`src/rtl/tsc_param_cache_pkg.sv`:
```
// tsc_param_cache_pkg: state and trigger-mode codes plus the trigger comparator,
// shared by the cache RTL and its benches.
package tsc_param_cache_pkg;

    typedef enum logic [2:0] {
        ST_IDLE  = 3'd0,
        ST_FILL  = 3'd1,
        ST_ARMED = 3'd2,
        ST_POST  = 3'd3,
        ST_DONE  = 3'd4,
        ST_LOAD  = 3'd5,
        ST_SEND  = 3'd6
    } state_e;

    typedef enum logic [1:0] {
        TM_RISE  = 2'b00,
        TM_FALL  = 2'b01,
        TM_LEVEL = 2'b10,
        TM_FORCE = 2'b11
    } trig_mode_e;

    // prev_ge/cur_ge are the threshold compares of the last stored and current sample
    function automatic logic trig_hit(input trig_mode_e mode, input logic prev_ge, input logic cur_ge);
        return mode == TM_RISE  ? !prev_ge && cur_ge :
               mode == TM_FALL  ? prev_ge && !cur_ge :
               mode == TM_LEVEL ? cur_ge : 1'b1;
    endfunction

endpackage

```
`src/rtl/tsc_param_cache_ring_ram.sv`:
```
// tsc_param_cache_ring_ram: DEPTH x DATA_W sample ring, one write port and one
// registered read port; DEPTH need not be a power of two.
module tsc_param_cache_ring_ram #(
    parameter int DATA_W = 8,
    parameter int DEPTH  = 33,
    localparam int ADDR_W = $clog2(DEPTH)
) (
    input  logic              clk,
    input  logic              we_i,
    input  logic [ADDR_W-1:0] waddr_i,
    input  logic [DATA_W-1:0] wdata_i,
    input  logic [ADDR_W-1:0] raddr_i,
    output logic [DATA_W-1:0] rdata_o
);

    logic [DATA_W-1:0] mem_q [DEPTH];

    always_ff @(posedge clk) begin
        if (we_i) mem_q[waddr_i] <= wdata_i;
        rdata_o <= mem_q[raddr_i];
    end

endmodule

```
`src/rtl/tsc_param_cache.sv`:
```
// tsc_param_cache: trigger-surround capture of ADC samples into a ring, frozen
// around a trigger and streamed out oldest-first over a valid/ready readout.
module tsc_param_cache
    import tsc_param_cache_pkg::*;
#(
    parameter int DATA_W     = 8,
    parameter int PRE_DEPTH  = 16,
    parameter int POST_DEPTH = 16,
    parameter int TIME_W     = 32
) (
    input  logic              clk,
    input  logic              reset,
    input  logic              start,
    input  logic [DATA_W-1:0] adc_data,
    input  logic              adc_valid,
    input  logic [DATA_W-1:0] threshold,
    input  logic [1:0]        trig_mode,
    input  logic              sbf,
    input  logic              req,
    output logic              trd,
    output logic              cd,
    output logic [TIME_W-1:0] trigtm,
    output logic              rdy,
    output logic [DATA_W-1:0] dat,
    output logic              sd,
    output logic [2:0]        current_state
);

    localparam int DEPTH = PRE_DEPTH + 1 + POST_DEPTH;
    localparam int PTR_W = $clog2(DEPTH);
    localparam int CNT_W = $clog2(DEPTH + 1);

    state_e            state_q, state_d;
    logic [CNT_W-1:0]  cnt_q, cnt_d;
    logic [PTR_W-1:0]  wr_ptr_q, wr_ptr_d, rd_ptr_q, rd_ptr_d, trig_ptr_q, trig_ptr_d;
    logic [DATA_W-1:0] prev_q, prev_d, ram_rdata;
    logic [TIME_W-1:0] timer_q, trigtm_q, trigtm_d;
    logic              trd_q, trd_d, sd_q, sd_d;
    logic              wr_en, hit, xfer, last_xfer, start_ok;
    logic [PTR_W:0]    win_sum;
    logic [PTR_W-1:0]  win_start;

    function automatic logic [PTR_W-1:0] ptr_inc(input logic [PTR_W-1:0] p);
        return p == PTR_W'(DEPTH - 1) ? '0 : p + 1'b1;
    endfunction

    assign wr_en     = adc_valid && (state_q == ST_FILL || state_q == ST_ARMED || state_q == ST_POST);
    assign hit       = state_q == ST_ARMED && adc_valid &&
                       trig_hit(trig_mode_e'(trig_mode), prev_q >= threshold, adc_data >= threshold);
    assign xfer      = state_q == ST_SEND && req;
    assign last_xfer = xfer && cnt_q == CNT_W'(DEPTH - 1);
    assign start_ok  = start && (state_q == ST_IDLE || state_q == ST_DONE);
    // oldest window sample sits PRE_DEPTH behind the trigger, i.e. POST_DEPTH+1 ahead mod DEPTH
    assign win_sum   = {1'b0, trig_ptr_q} + (PTR_W + 1)'(POST_DEPTH + 1);
    assign win_start = win_sum >= (PTR_W + 1)'(DEPTH) ? PTR_W'(win_sum - (PTR_W + 1)'(DEPTH)) : PTR_W'(win_sum);

    always_comb begin
        state_d = state_q;
        case (state_q)
            ST_IDLE:  state_d = start_ok ? ST_FILL : ST_IDLE;
            ST_FILL:  state_d = wr_en && cnt_q == CNT_W'(PRE_DEPTH - 1) ? ST_ARMED : ST_FILL;
            ST_ARMED: state_d = !hit ? ST_ARMED : POST_DEPTH == 0 ? ST_DONE : ST_POST;
            ST_POST:  state_d = wr_en && cnt_q == CNT_W'(POST_DEPTH == 0 ? 0 : POST_DEPTH - 1) ? ST_DONE : ST_POST;
            ST_DONE:  state_d = start_ok ? ST_FILL : sbf ? ST_LOAD : ST_DONE;
            ST_LOAD:  state_d = ST_SEND;
            ST_SEND:  state_d = last_xfer ? ST_IDLE : ST_SEND;
            default:  state_d = ST_IDLE;
        endcase
        cnt_d      = state_d != state_q ? '0 :
                     (wr_en && state_q != ST_ARMED) || xfer ? cnt_q + 1'b1 : cnt_q;
        wr_ptr_d   = wr_en ? ptr_inc(wr_ptr_q) : wr_ptr_q;
        // read one ahead on each transfer so dat is ready the very next cycle
        rd_ptr_d   = state_q == ST_LOAD ? win_start : xfer ? ptr_inc(rd_ptr_q) : rd_ptr_q;
        trig_ptr_d = hit ? wr_ptr_q : trig_ptr_q;
        prev_d     = wr_en ? adc_data : prev_q;
        trigtm_d   = hit ? timer_q : trigtm_q;
        trd_d      = hit;
        sd_d       = last_xfer;
    end

    always_ff @(posedge clk) begin
        if (reset) begin
            state_q    <= ST_IDLE;
            cnt_q      <= '0;
            wr_ptr_q   <= '0;
            rd_ptr_q   <= '0;
            trig_ptr_q <= '0;
            prev_q     <= '0;
            timer_q    <= '0;
            trigtm_q   <= '0;
            trd_q      <= 1'b0;
            sd_q       <= 1'b0;
        end else begin
            state_q    <= state_d;
            cnt_q      <= cnt_d;
            wr_ptr_q   <= wr_ptr_d;
            rd_ptr_q   <= rd_ptr_d;
            trig_ptr_q <= trig_ptr_d;
            prev_q     <= prev_d;
            timer_q    <= timer_q + 1'b1;
            trigtm_q   <= trigtm_d;
            trd_q      <= trd_d;
            sd_q       <= sd_d;
        end
    end

    tsc_param_cache_ring_ram #(.DATA_W(DATA_W), .DEPTH(DEPTH)) u_ram (
        .clk     (clk),
        .we_i    (wr_en),
        .waddr_i (wr_ptr_q),
        .wdata_i (adc_data),
        .raddr_i (rd_ptr_d),
        .rdata_o (ram_rdata)
    );

    assign trd           = trd_q;
    assign cd            = state_q == ST_DONE || state_q == ST_LOAD || state_q == ST_SEND;
    assign trigtm        = trigtm_q;
    assign rdy           = state_q == ST_SEND;
    assign dat           = rdy ? ram_rdata : '0;
    assign sd            = sd_q;
    assign current_state = state_q;

endmodule

```
`config.mk`:
```
export PLATFORM = sky130hd
export DESIGN_NAME = tsc_param_cache
export DESIGN_NICKNAME = d
export VERILOG_FILES = /design/src/rtl/tsc_param_cache_pkg.sv /design/src/rtl/tsc_param_cache_ring_ram.sv /design/src/rtl/tsc_param_cache.sv
export SDC_FILE = /design/constraint.sdc
export NUM_CORES = 1
export LEC_CHECK = 0
export BUFFER_PORTS_ARGS = -buffer_cell sky130_fd_sc_hd__buf_2
export CORE_MARGIN = 2
export CORE_UTILIZATION = 55
export CTS_BUF_LIST = sky130_fd_sc_hd__clkbuf_4 sky130_fd_sc_hd__clkbuf_8
export CTS_CLUSTER_SIZE = 14
export DETAILED_ROUTE_END_ITERATION = 12
export GPL_ROUTABILITY_DRIVEN = 0
export PLACE_DENSITY = 0.73
export SYNTH_ARGS = -nofsm -noshare
export SYNTH_HDL_FRONTEND = slang
export SYNTH_SLANG_ARGS = --single-unit
```
`constraint.sdc`:
```
create_clock -name clk -period 5.65 [get_ports clk]
set_input_delay 0.2825 -clock clk [delete_from_list [all_inputs] [get_ports clk]]
set_output_delay 0.2825 -clock clk [all_outputs]
set_load 0.01 [all_outputs]
```
Word level (Yosys, flattened, before mapping) --
Memories as Yosys holds them, arrays and structs flattened. A register that Yosys moved wholly into a read port is not among the register bits. Index checks and enable logic that the tools add are counted.
Cells by class: equality and inequality tests 14, reductions and logical operators 21, add/subtract/negate cells 6, multiplexer cells 19, magnitude comparators 3
Operator list (number):
- $add A32 B1 Y32 const B | 1
- $mux W6 | 5
- $pmux W3 S7 | 1
- $add A6 B1 Y6 const B | 3
- $eq A6 B6 Y1 const B | 3
- $ge A8 B8 Y1 | 2
- $logic_and A1 B1 Y1 | 10
- $eq A3 B3 Y1 const B | 3
- $mux W3 | 3
- $mux W1 | 8
- $mux W8 | 1
- $add A6 B5 Y7 const B | 1
- $ge A7 B6 Y1 const B | 1
- $eq A3 B2 Y1 const B | 2
- $eq A6 B4 Y1 const B | 1
- $logic_or A1 B1 Y1 | 6
- $sub A6 B6 Y6 const B | 1
- $eq A3 B1 Y1 const B | 1
- $logic_not A3 Y1 | 1
- $ne A3 B2 Y1 const B | 1
- $ne A3 B3 Y1 | 1
- $eq A2 B1 Y1 const B | 1
- $eq A2 B2 Y1 const B | 1
- $logic_not A1 Y1 | 2
- 3 further kinds | 3
Storage, ports and cells: memories kept 1, register bits 101, output and inout bits 47, word-level logic and storage cells 74, RAM bits 264
Memory list:
- u_ram.mem_q | depth 33, bits a word 8, rd ports 1, clocked after memory_dff 1, write ports 1, RTL line tsc_param_cache_ring_ram.sv:16 | logic [DATA_W-1:0] mem_q [DEPTH];

Longest topological paths before layout --
Gate-level depths: netlist of the first run.
depth after elaboration 10, gate-level depth with buffers 16, mapped depth without buffers 12

Hierarchy --
From an unflattened synthesis of the first run, not the netlist that was laid out.
Unflattened totals: cells, all modules 1184, area total of the unflattened synthesis 15785.1 µm²
By module, submodules not included:
- tsc_param_cache_ring_ram | seq. area each 8087.8 µm², times used 1, area each 10721.5 µm², cells an instance 594
- tsc_param_cache | seq. area each 2021.9 µm², times used 1, area each 5063.6 µm², cells an instance 590

Least setup slack after synthesis of the first run --
Ideal clock, no wire load.
kind flip-flop to flip-flop, start register trig_ptr_q[0], end register u_ram.rdata_o[5], read port of u_ram.mem_q, data required time 5.572 ns, setup time 0.078 ns, arrival time 3.485 ns, path buffers 2, slack 2.087 ns, cell stages (with the launch flop) 15, period minus slack after synthesis 3.563 ns, path through dfxtp_1 buf_4 inv_1 ha_1 nand2b_1 o32a_1 o31ai_4 mux2i_2 and2_1 buf_6 a211oi_1 a311oi_1 a311oi_1 or4_1 a32oi_1
On the way: word-level cells in the longest chain between the ends 4
Ends and longest elaborated chain:
- start: declaration | RTL line tsc_param_cache.sv:35 | logic [PTR_W-1:0] wr_ptr_q, wr_ptr_d, rd_ptr_q, rd_ptr_d, trig_ptr_q, trig_ptr_d;
- start signal: assignment | RTL line tsc_param_cache.sv:98 | trig_ptr_q <= trig_ptr_d;
- $add A6 B5 Y7 * | RTL line tsc_param_cache.sv:54 | assign win_sum = {1'b0, trig_ptr_q} + (PTR_W + 1)'(POST_DEPTH + 1);
- $sub A6 B6 Y6 / $ge A7 B6 Y1 (equally long branches) | RTL line tsc_param_cache.sv:55 | assign win_start = win_sum >= (PTR_W + 1)'(DEPTH) ? PTR_W'(win_sum - (PTR_W + 1)'(DEPTH)) : PTR_W'(win_sum);
- $mux W6 * | RTL line tsc_param_cache.sv:55
- $mux W6 * | RTL line tsc_param_cache.sv:73 | rd_ptr_d = state_q == ST_LOAD ? win_start : xfer ? ptr_inc(rd_ptr_q) : rd_ptr_q;
- end: declaration | RTL line tsc_param_cache_ring_ram.sv:13 | output logic [DATA_W-1:0] rdata_o
Every way passes the cells marked *; elsewhere a longest branch is shown, timed or not. A chain may end at the register's enable or synchronous reset.

Worst setup path in the final report of the first run --
start register trig_ptr_q[0], end register u_ram.rdata_o[1], read port of u_ram.mem_q
The elaborated chain is that of the path after synthesis.

==> reports/results.tsv, run 1 <==
metric	value	unit
status	completed	
Crit path max-delay family	simple AND/OR/NAND/NOR gates	
Routed Antenna Nets	0	
cts hold-fix bufs	0	
Clk pwr share	42.1	%
Post-synth EDFFs	264	
# Post-CTS Setup Buffers	0	
via count	11380	
crit-path cells	inv_1, ha_1, nand2b_1, o32a_1, o31ai_4, mux2i_2, nand2_2, buf_12, nor2_1, a32oi_1, nand4_1, a41oi_1	
site row count	62	
power density cells	296.0	nW/µm²
Initial DRC Count	1207	
htree depth	2	
RSZ-0062 raised after global routing	false	
CTS tree	done	
filler cell count	2262	
Seq pwr share	55.5	%
post-CTS sizing	0	
sequential fraction of the synthesis area	62.64	%
CP Buf/Inv Count	2	
area occupied by registers	10110	µm²
Leak	6.281	nW
Synth warnings	0	
clock latency on the worst-skew pair	0.60	ns
DP Worst Slack	1.009	ns
Die ar.	30730	µm²
net switching power	0.001119	W
Reg clk slew, reported paths	0.06	ns
antenna violations before repair	2	
GRT Residual Overflow	0	
residual DRC count	0	
startpoint type of the worst setup path	flop	
final-report hold violation count	0	
final setup vio count	0	
core footprint	28780	µm²
skew final	0.04040	ns
Fmax	210.8	MHz
syn_nets	1477	
min Tclk post-route	4.745	ns
nets	1545	
WS Path Type	reg2reg	
Hold Crit Class	in2reg	
library cells used by synthesis	75	
share of layout cells above drive strength 1	13.86	%
CTS Buf Count	57	
Syn Std Cell Area	16140	µm²
root buffer cell	clkbuf_8	
power share of the combinational group	2.4	%
maximum fanout along the worst path	51	
Power Internal	0.004183	W
final WL	38.60	mm
Peak VDD IR	0.1844	mV
final worst slack	0.9051	ns
P&R area growth vs syn	10.98	%
synthesized area per cell	11.30	µm²
MaxCap Viol Count	0	
Clock Sink Count	373	
CP max-delay cell	nand2_2	
drt pass-1 iters	5	
Tightest Pin Transition	0.9672	ns
Clock Path Buffers	3	
Die Wd	175.3	µm
Synth Register Bits	373	
Port Buf Inserts	70	
GRT Overall Usage	25.25	%
Core Util, Final	62.23	%
cell area after layout	17910	µm²
vias in the first global route	10980	
Synth Flop Type	edfxtp_1	
Slew headroom	35.28	%
vias per inst	5.894	
Sw Ratio	21.10	%
Final Cycle Share	83.98	%
setup TNS	0	ns
I/O Pins	71	
async set-reset flop share out of synthesis	0	%
DP HPWL	23.95	mm
Placed Area	16750	µm²
first-pass GRT wire length	60.43	mm
Worst EP arrival	5.19	ns
crit path capture type	flop	
Final Slew Violations	0	
footprint of the multi-input gates	5537	µm²
starting density of the core	56.08	%
pin count of the biggest net entering global routing	63	
DIE HEIGHT	175.3	µm
synthesized instance count	1428	
crit-path max cell delay	0.64	ns
routed len/inst	20.00	µm
Worst EP required	6.10	ns
[worst min-delay path, cell delays in order]
cell and delay, ns:
buf_2 0.11, o21ai_0 0.15, a22oi_1 0.09, nor2_1 0.07
[flip-flops by register name, summed over array words and instances, names as in the netlist]
name,flops
current_state,3
prev_q,8
rd_ptr_q,6
trig_ptr_q,6
trigtm,32
sd,1
wr_ptr_q,6
trd,1
timer_q,32
cnt_q,6
u_ram.rdata_o,8
u_ram.mem_q,264
[cell families (layout without fill, tap and decap cells)]
kind of cell    Yosys count  after routing  synth area share [%]
mux                      59             59                 3.721
other cells               0              2                     0
buf+inv                 107            223                 3.140
simple gates            629            629                 17.30
compound gates          196            196                 9.094
fa+ha+maj                25             25                 1.938
xor+xnor                 39             39                 2.163
flops                   373            373                 62.64
[final cells by class]
cell class,count,area share [%]
Timing Repair Buffer,90,2.934
Clock buffer,91,6.050
Sequential cell,373,56.44
Clock inverter,16,0.4052
Inverter,26,0.5449
Multi-Input combinational cell,948,30.91
Tap cell,384,2.683
Antenna cell,2,0.02794
[worst paths after layout]
kind                            from          endpoint  slack [ns]  depth (start not counted)
setup / recovery       trig_ptr_q[0]  u_ram.rdata_o[1]        0.91                         12
setup reg to reg       trig_ptr_q[0]  u_ram.rdata_o[1]        0.91                         12
hold reg to reg   u_ram.mem_q[32][6]  u_ram.rdata_o[6]        0.45                          2
hold / removal                 start  current_state[2]        0.14                          4
[cell usage in the layout (no fill, tap or decap), types with 14 or more instances in the layout]
master | Yosys | routed
a211oi_1 | 28 | 28
a21boi_0 | 14 | 14
a21oi_1 | 36 | 36
a221oi_1 | 14 | 14
a311oi_1 | 15 | 15
buf_2 | 24 | 70
buf_4 | 10 | 18
clkbuf_4 | 0 | 27
clkbuf_8 | 0 | 64
dfxtp_1 | 109 | 109
edfxtp_1 | 264 | 264
ha_1 | 25 | 25
inv_1 | 25 | 25
mux2i_1 | 56 | 56
nand2_1 | 313 | 313
nand3_1 | 105 | 105
nand4_1 | 20 | 20
nor2_1 | 101 | 101
nor3_1 | 17 | 16
o21ai_0 | 23 | 23
xnor2_1 | 17 | 17
xor2_1 | 21 | 21
[per-stage QoR]
stage	hold WS [ns]	std cells	power, W
3_5_place_dp	0.4428	1821	0.003128
5_1_grt	0.1505	1928	0.005462
6_report	0.1429	1930	0.005302
4_1_cts	0.1056	1928	0.005333
3_3_place_gp	0.4407	1821	0.003124
2_1_floorplan	0.3814	1428	0.003058
[layer usage]
metal | track usage (%) | wire, µm | up-vias
li1 | - | - | 5321
met1 | 34.00 | 15940 | 5445
met2 | 40.29 | 18080 | 515
met3 | 5.195 | 3340 | 95
met4 | 10.31 | 1238 | 0
met5 | 0 | 0 | -
[Yosys cell counts, types with 15 or more instances]
cell type,number,area [µm²]
nand2_1,313,1175
edfxtp_1,264,7928
dfxtp_1,109,2182
nand3_1,105,525.5
nor2_1,101,379.1
mux2i_1,56,560.5
clkbuf_1,39,146.4
a21oi_1,36,180.2
a211oi_1,28,210.2
ha_1,25,312.8
inv_1,25,93.84
buf_2,24,120.1
o21ai_0,23,115.1
xor2_1,21,183.9
nand4_1,20,125.1
nor3_1,17,85.08
xnor2_1,17,148.9
a311oi_1,15,131.4
[power by group through the flow]
stage | sequential, W | combinational (W) | clock, W
floorplan | 0.00300 | 0.0000600 | 0
global placement | 0.00300 | 0.000122 | 0
detailed placement | 0.00300 | 0.000126 | 0
CTS | 0.00294 | 0.000126 | 0.00226
global route | 0.00294 | 0.000140 | 0.00238
finish | 0.00294 | 0.000125 | 0.00223
(Power assumes the default switching activity.)
==> inputs of run 2 (changes only) <==
- ABC_AREA: unset -> 1
- PLACE_DENSITY: 0.73 -> 0.76
- clock period: 5.65 -> 4.27 ns (I/O delays scaled with it)
==> reports/results.tsv, run 2 <==
metric	value	unit
status	completed	
Port Buf Inserts	70	
async set-reset flop share out of synthesis	0	%
final worst slack	0.6515	ns
DP HPWL	25.95	mm
RSZ-0062 raised after global routing	false	
CTS tree	done	
CP max-delay cell	nand2_4	
Synth Register Bits	373	
Highest Signal Layer	met4	
Peak VDD IR	0.2529	mV
Synth warnings	0	
startpoint type of the worst setup path	flop	
P&R area growth vs syn	11.67	%
WL met1	16.85	mm
share of layout cells above drive strength 1	10.97	%
met2 wire length	19.38	mm
footprint of the multi-input gates	5079	µm²
Tot Pwr	0.007245	W
CTS Buf Count	56	
WS Path Type	reg2reg	
Final Cycle Share	84.74	%
sequential fraction of the synthesis area	59.83	%
Die Wd	179.3	µm
Clock Sink Count	373	
min Tclk post-route	3.619	ns
Largest register FFs	264	
MaxCap Viol Count	0	
post-CTS sizing	0	
via count	12860	
top cell type by total area after synthesis	edfxtp_1	
GRT Residual Overflow	0	
antenna violations before repair	0	
ranking of synthesized cells by area	edfxtp_1 47%, dfxtp_1 13%, nand3_1 9.7%	
area occupied by registers	10110	µm²
Crit path max-delay family	simple AND/OR/NAND/NOR gates	
skew final	0.02806	ns
library cells used by synthesis	44	
cts hold-fix bufs	3	
first-pass GRT wire length	64.69	mm
core footprint	30430	µm²
Post-synth EDFFs	264	
Hold Crit Class	in2reg	
residual DRC count	0	
Routed Antenna Nets	0	
CP dominant cell by count	nand3_1	
pin count of the biggest net entering global routing	80	
DIE HEIGHT	179.3	µm
reg-to-reg setup timing slack	0.65	ns
met3 routed WL	3.446	mm
Synth Flop Type	edfxtp_1	
synthesized instance count	1850	
Worst EP required	4.76	ns
crit path capture type	flop	
final setup vio count	0	
site row count	64	
Worst EP arrival	4.11	ns
power density cells	383.9	nW/µm²
setup TNS	0	ns
crit-path max cell delay	0.48	ns
htree depth	2	
most frequent cell after synthesis	inv_1	
# Post-CTS Setup Buffers	0	
Initial DRC Count	1197	
final WL	40.88	mm
starting density of the core	55.53	%
Reg clk slew, reported paths	0.06	ns
drt pass-1 iters	8	
DP Worst Slack	0.6843	ns
area share of the largest cell type after synthesis	46.92	%
final-report hold violation count	0	
routed len/inst	17.21	µm
vias in the first global route	12490	
CP Buf/Inv Count	2	
worst hold slack	0.1120	ns
Slew headroom	40.62	%
Clock Path Buffers	3	
GRT Overall Usage	26.06	%
Fmax	276.4	MHz
most frequent cells in the layout	347 x inv_1, 330 x nand2_1, 327 x nand3_1	
Leak	8.027	nW
synth cell count leaders	347 x inv_1, 331 x nand2_1, 327 x nand3_1	
Die ar.	32140	µm²
Syn Std Cell Area	16900	µm²
Tightest Pin Transition	0.8875	ns
commonest non-fill, non-tap cell in the layout	inv_1	
maximum fanout along the worst path	44	
Reg with most FFs	u_ram.mem_q	
clock latency on the worst-skew pair	0.60	ns
syn_nets	1899	
synthesized area per cell	9.134	µm²
vias per inst	5.413	
crit-path cells	inv_2, ha_1, nor2_2, nand2_2, nor2_2, nand3_1, nand2_2, nand2_4, nand2_1, nand3_4, nand2_4, buf_4, nand2_1, nand3_1, nand3_1, nand3_1, nand3_1, nand3_1, nand2_1	
nets	1981	
root buffer cell	clkbuf_8	
filler cell count	2474	
Final Slew Violations	0	
I/O Pins	71	
==> run 2: cell types whose count changed in the layout (fill, tap and decap cells not counted), sizes merged, moves of 17 or more <==
cell	before	now
nand3	105	329
a21oi	36	82
nor3	17	36
o21ai	30	71
a211oi	28	1
nand2	316	336
nor2	104	121
inv	27	354
mux2i	57	0
==> run 2: layout make-up <==
class	count	area share, %
inverters	357	7.102
clock inverters	20	0.9217
well taps	396	2.626
flip-flops and latches	373	53.58
multi-input cells	1047	26.91
clock buffers	84	5.729
repair buffers	97	3.103
diodes	2	0.02652
==> run 2: metal layers <==
metal | vias to the layer above | global-route usage (%)
met4 | 0 | 10.15
li1 | 6234 | -
met1 | 5971 | 34.46
met3 | 101 | 5.471
met5 | - | 0
met2 | 556 | 42.24
==> run 2: path summary, 6_finish.rpt <==
check                          start                to  cells past startpoint
hold reg to reg   u_ram.mem_q[32][5]  u_ram.rdata_o[5]                      2
setup reg to reg       trig_ptr_q[0]  u_ram.rdata_o[0]                     19
hold / removal                 reset        timer_q[0]                      2
setup / recovery       trig_ptr_q[0]  u_ram.rdata_o[0]                     19
==> run 2: logic make-up after synthesis <==
logic type	after synthesis	synth area share, %
simple gates	849	22.44
buf+inv	430	10.23
flops	373	59.83
compound gates	166	5.287
fa+ha+maj	25	1.851
xor+xnor	7	0.3628
==> run 2: per-stage QoR <==
stage | std cells | instance area, µm² | utilization (%)
detailed placement | 2267 | 17580 | 57.77
CTS | 2374 | 18860 | 61.99
finish | 2376 | 18870 | 62.01
global placement | 2267 | 17580 | 57.77
floorplan | 1850 | 16900 | -
global route | 2374 | 18860 | 61.99
==> run 2: where the power goes <==
part / switching, W / internal, W
Combinational: 0.000135 / 0.0000519
Clock: 0.00136 / 0.00180
Sequential: 0.0000127 / 0.00389
==> inputs of run 3 (changes only) <==
- clock period: 4.27 -> 3.1 ns (I/O delays scaled with it)
==> reports/results.tsv, run 3 (same netlist as run 2, synthesis figures left out) <==
metric	value	unit
vias per inst	5.581	
Routed Antenna Nets	0	
GRT Overall Usage	26.73	%
Tot Pwr	0.01000	W
Core Util, Final	63.68	%
P&R area growth vs syn	14.68	%
crit-path max cell delay	0.39	ns
pin count of the biggest net entering global routing	65	
skew final	0.04278	ns
r2r endpoint	u_ram.rdata_o[2]	
clock latency on the worst-skew pair	0.62	ns
MaxCap Viol Count	0	
CTS tree	done	
Clk pwr share	43.7	%
antenna violations before repair	0	
reg-to-reg setup timing slack	0.08	ns
Die ar.	32140	µm²
drt pass-1 iters	8	
DP HPWL	27.22	mm
power density cells	516.2	nW/µm²
Reg with most FFs	u_ram.mem_q	
nets	2021	
Hold Startpoint	reset	
CTS Buf Count	57	
maximum fanout along the worst path	11	
via count	13470	
final setup vio count	0	
Final Cycle Share	97.45	%
share of layout cells above drive strength 1	12.34	%
Port Buf Inserts	70	
Worst EP arrival	3.53	ns
Placed Cells	2292	
core footprint	30430	µm²
Peak VDD IR	0.3900	mV
commonest non-fill, non-tap cell in the layout	inv_1	
final-report hold violation count	0	
Leak	8.270	nW
htree depth	2	
final WL	43.87	mm
root buffer cell	clkbuf_8	
min Tclk post-route	3.021	ns
Reg clk slew, reported paths	0.07	ns
net switching power	0.002124	W
n_diodes	0	
DP Worst Slack	-0.08328	ns
site row count	64	
WS Path Type	reg2reg	
startpoint type of the worst setup path	flop	
Initial DRC Count	1685	
fin cells	2414	
power share of the combinational group	2.6	%
Sw Ratio	21.23	%
Clock Path Buffers	3	
final worst slack	0.07900	ns
RR Startpoint	trig_ptr_q[0]	
Power Internal	0.007879	W
crit path capture type	flop	
Hold Crit Class	in2reg	
Final Slew Violations	0	
Placed Area	17830	µm²
starting density of the core	55.53	%
I/O Pins	71	
Fmax	331.0	MHz
CP dominant cell by count	nand3_1	
Slew headroom	40.76	%
status	completed	
Hold Path Depth	2	
crit-path cells	inv_2, ha_1, nor2_2, nand2_2, nor2_2, nand3_1, nand2_2, nand2_4, nand2_1, nand3_4, nand2_8, clkbuf_16, nand2_1, nand3_1, nand3_1, nand3_1, nand3_1, nand3_1, nand2_1	
Worst EP required	3.61	ns
CP max-delay cell	dfxtp_4	
vias in the first global route	12440	
first-pass GRT wire length	66.70	mm
Crit path max-delay family	simple AND/OR/NAND/NOR gates	
cell area after layout	19380	µm²
Seq pwr share	53.7	%
most frequent cells in the layout	347 x inv_1, 330 x nand2_1, 325 x nand3_1	
Tightest Pin Transition	0.8854	ns
Largest register FFs	264	
reg2reg path depth	19	
DIE HEIGHT	179.3	µm
CP Buf/Inv Count	2	
GRT Residual Overflow	0	
Clock Sink Count	373	
Die Wd	179.3	µm
residual DRC count	0	
Hold Path End	timer_q[19]	
routed len/inst	18.17	µm
-- run 3: routing by layer --
| layer | part of all wire (%) | track usage, % |
|---|---|---|
| met1 | 40 | 36.76 |
| met2 | 47 | 42.43 |
| met3 | 10 | 5.195 |
| met4 | 3.3 | 9.543 |
| met5 | 0 | 0 |
-- run 3: final cells by class --
class | instances | area [µm²]
multi-input combinational | 1049 | 5136
clock inverter | 33 | 307.8
clock buffer | 72 | 922.1
fill | 2376 | 11050
inverter | 357 | 1343
sequential | 373 | 10110
tap | 396 | 495.5
timing repair buffer | 134 | 1060
-- run 3: per-stage QoR --
step	hold slack [ns]	TNS, ns
floorplan	0.2539	0
global placement	0.4310	0
detailed placement	0.4307	-0.2389
CTS	0.006477	0
global route	0.03932	-0.3093
finish	0.01515	0
-- run 3: worst max path at each step --
| stage | from | to | slack (ns) | depth (start not counted) |
|---|---|---|---|---|
| floorplan | trig_ptr_q[0] | u_ram.rdata_o[0] | 0.59 | 20 |
| global placement | trig_ptr_q[0] | u_ram.rdata_o[0] | 0.03 | 16 |
| detailed placement | trig_ptr_q[0] | u_ram.rdata_o[6] | -0.08 | 16 |
| CTS | trig_ptr_q[0] | u_ram.rdata_o[6] | 0.08 | 19 |
| global route | trig_ptr_q[0] | u_ram.rdata_o[2] | -0.08 | 19 |
| finish | trig_ptr_q[0] | u_ram.rdata_o[2] | 0.08 | 19 |
-- run 3: worst reg2reg max path: stages, from the launching register on --
cell	delay (ns)
dfxtp_4	0.39
inv_2	0.07
ha_1	0.34
nor2_2	0.13
nand2_2	0.08
nor2_2	0.13
nand3_1	0.11
nand2_2	0.14
nand2_4	0.10
nand2_1	0.13
nand3_4	0.18
nand2_8	0.20
clkbuf_16	0.20
nand2_1	0.06
nand3_1	0.06
nand3_1	0.12
nand3_1	0.19
nand3_1	0.12
nand3_1	0.11
nand2_1	0.06
-- run 3: power by group through the flow --
stage	combinational (W)	sequential, W	clock [W]
3_5_place_dp	0.000256	0.00548	0
2_1_floorplan	0.000117	0.00547	0
4_1_cts	0.000261	0.00537	0.00440
6_report	0.000262	0.00537	0.00437
3_3_place_gp	0.000247	0.00548	0
5_1_grt	0.000294	0.00537	0.00461
-- run 3: what timing repair did --
| action | CTS | global route |
|---|---|---|
| hold buffers | 4 | 0 |
| resized for setup | 3 | 10 |
| pin swaps | 0 | 2 |
| gates cloned | 0 | 9 |
| buffers inserted | 0 | 4 |
| endpoints found under the setup margin | 8 | 8 |
| hold endpoints to repair | 3 | 0 |
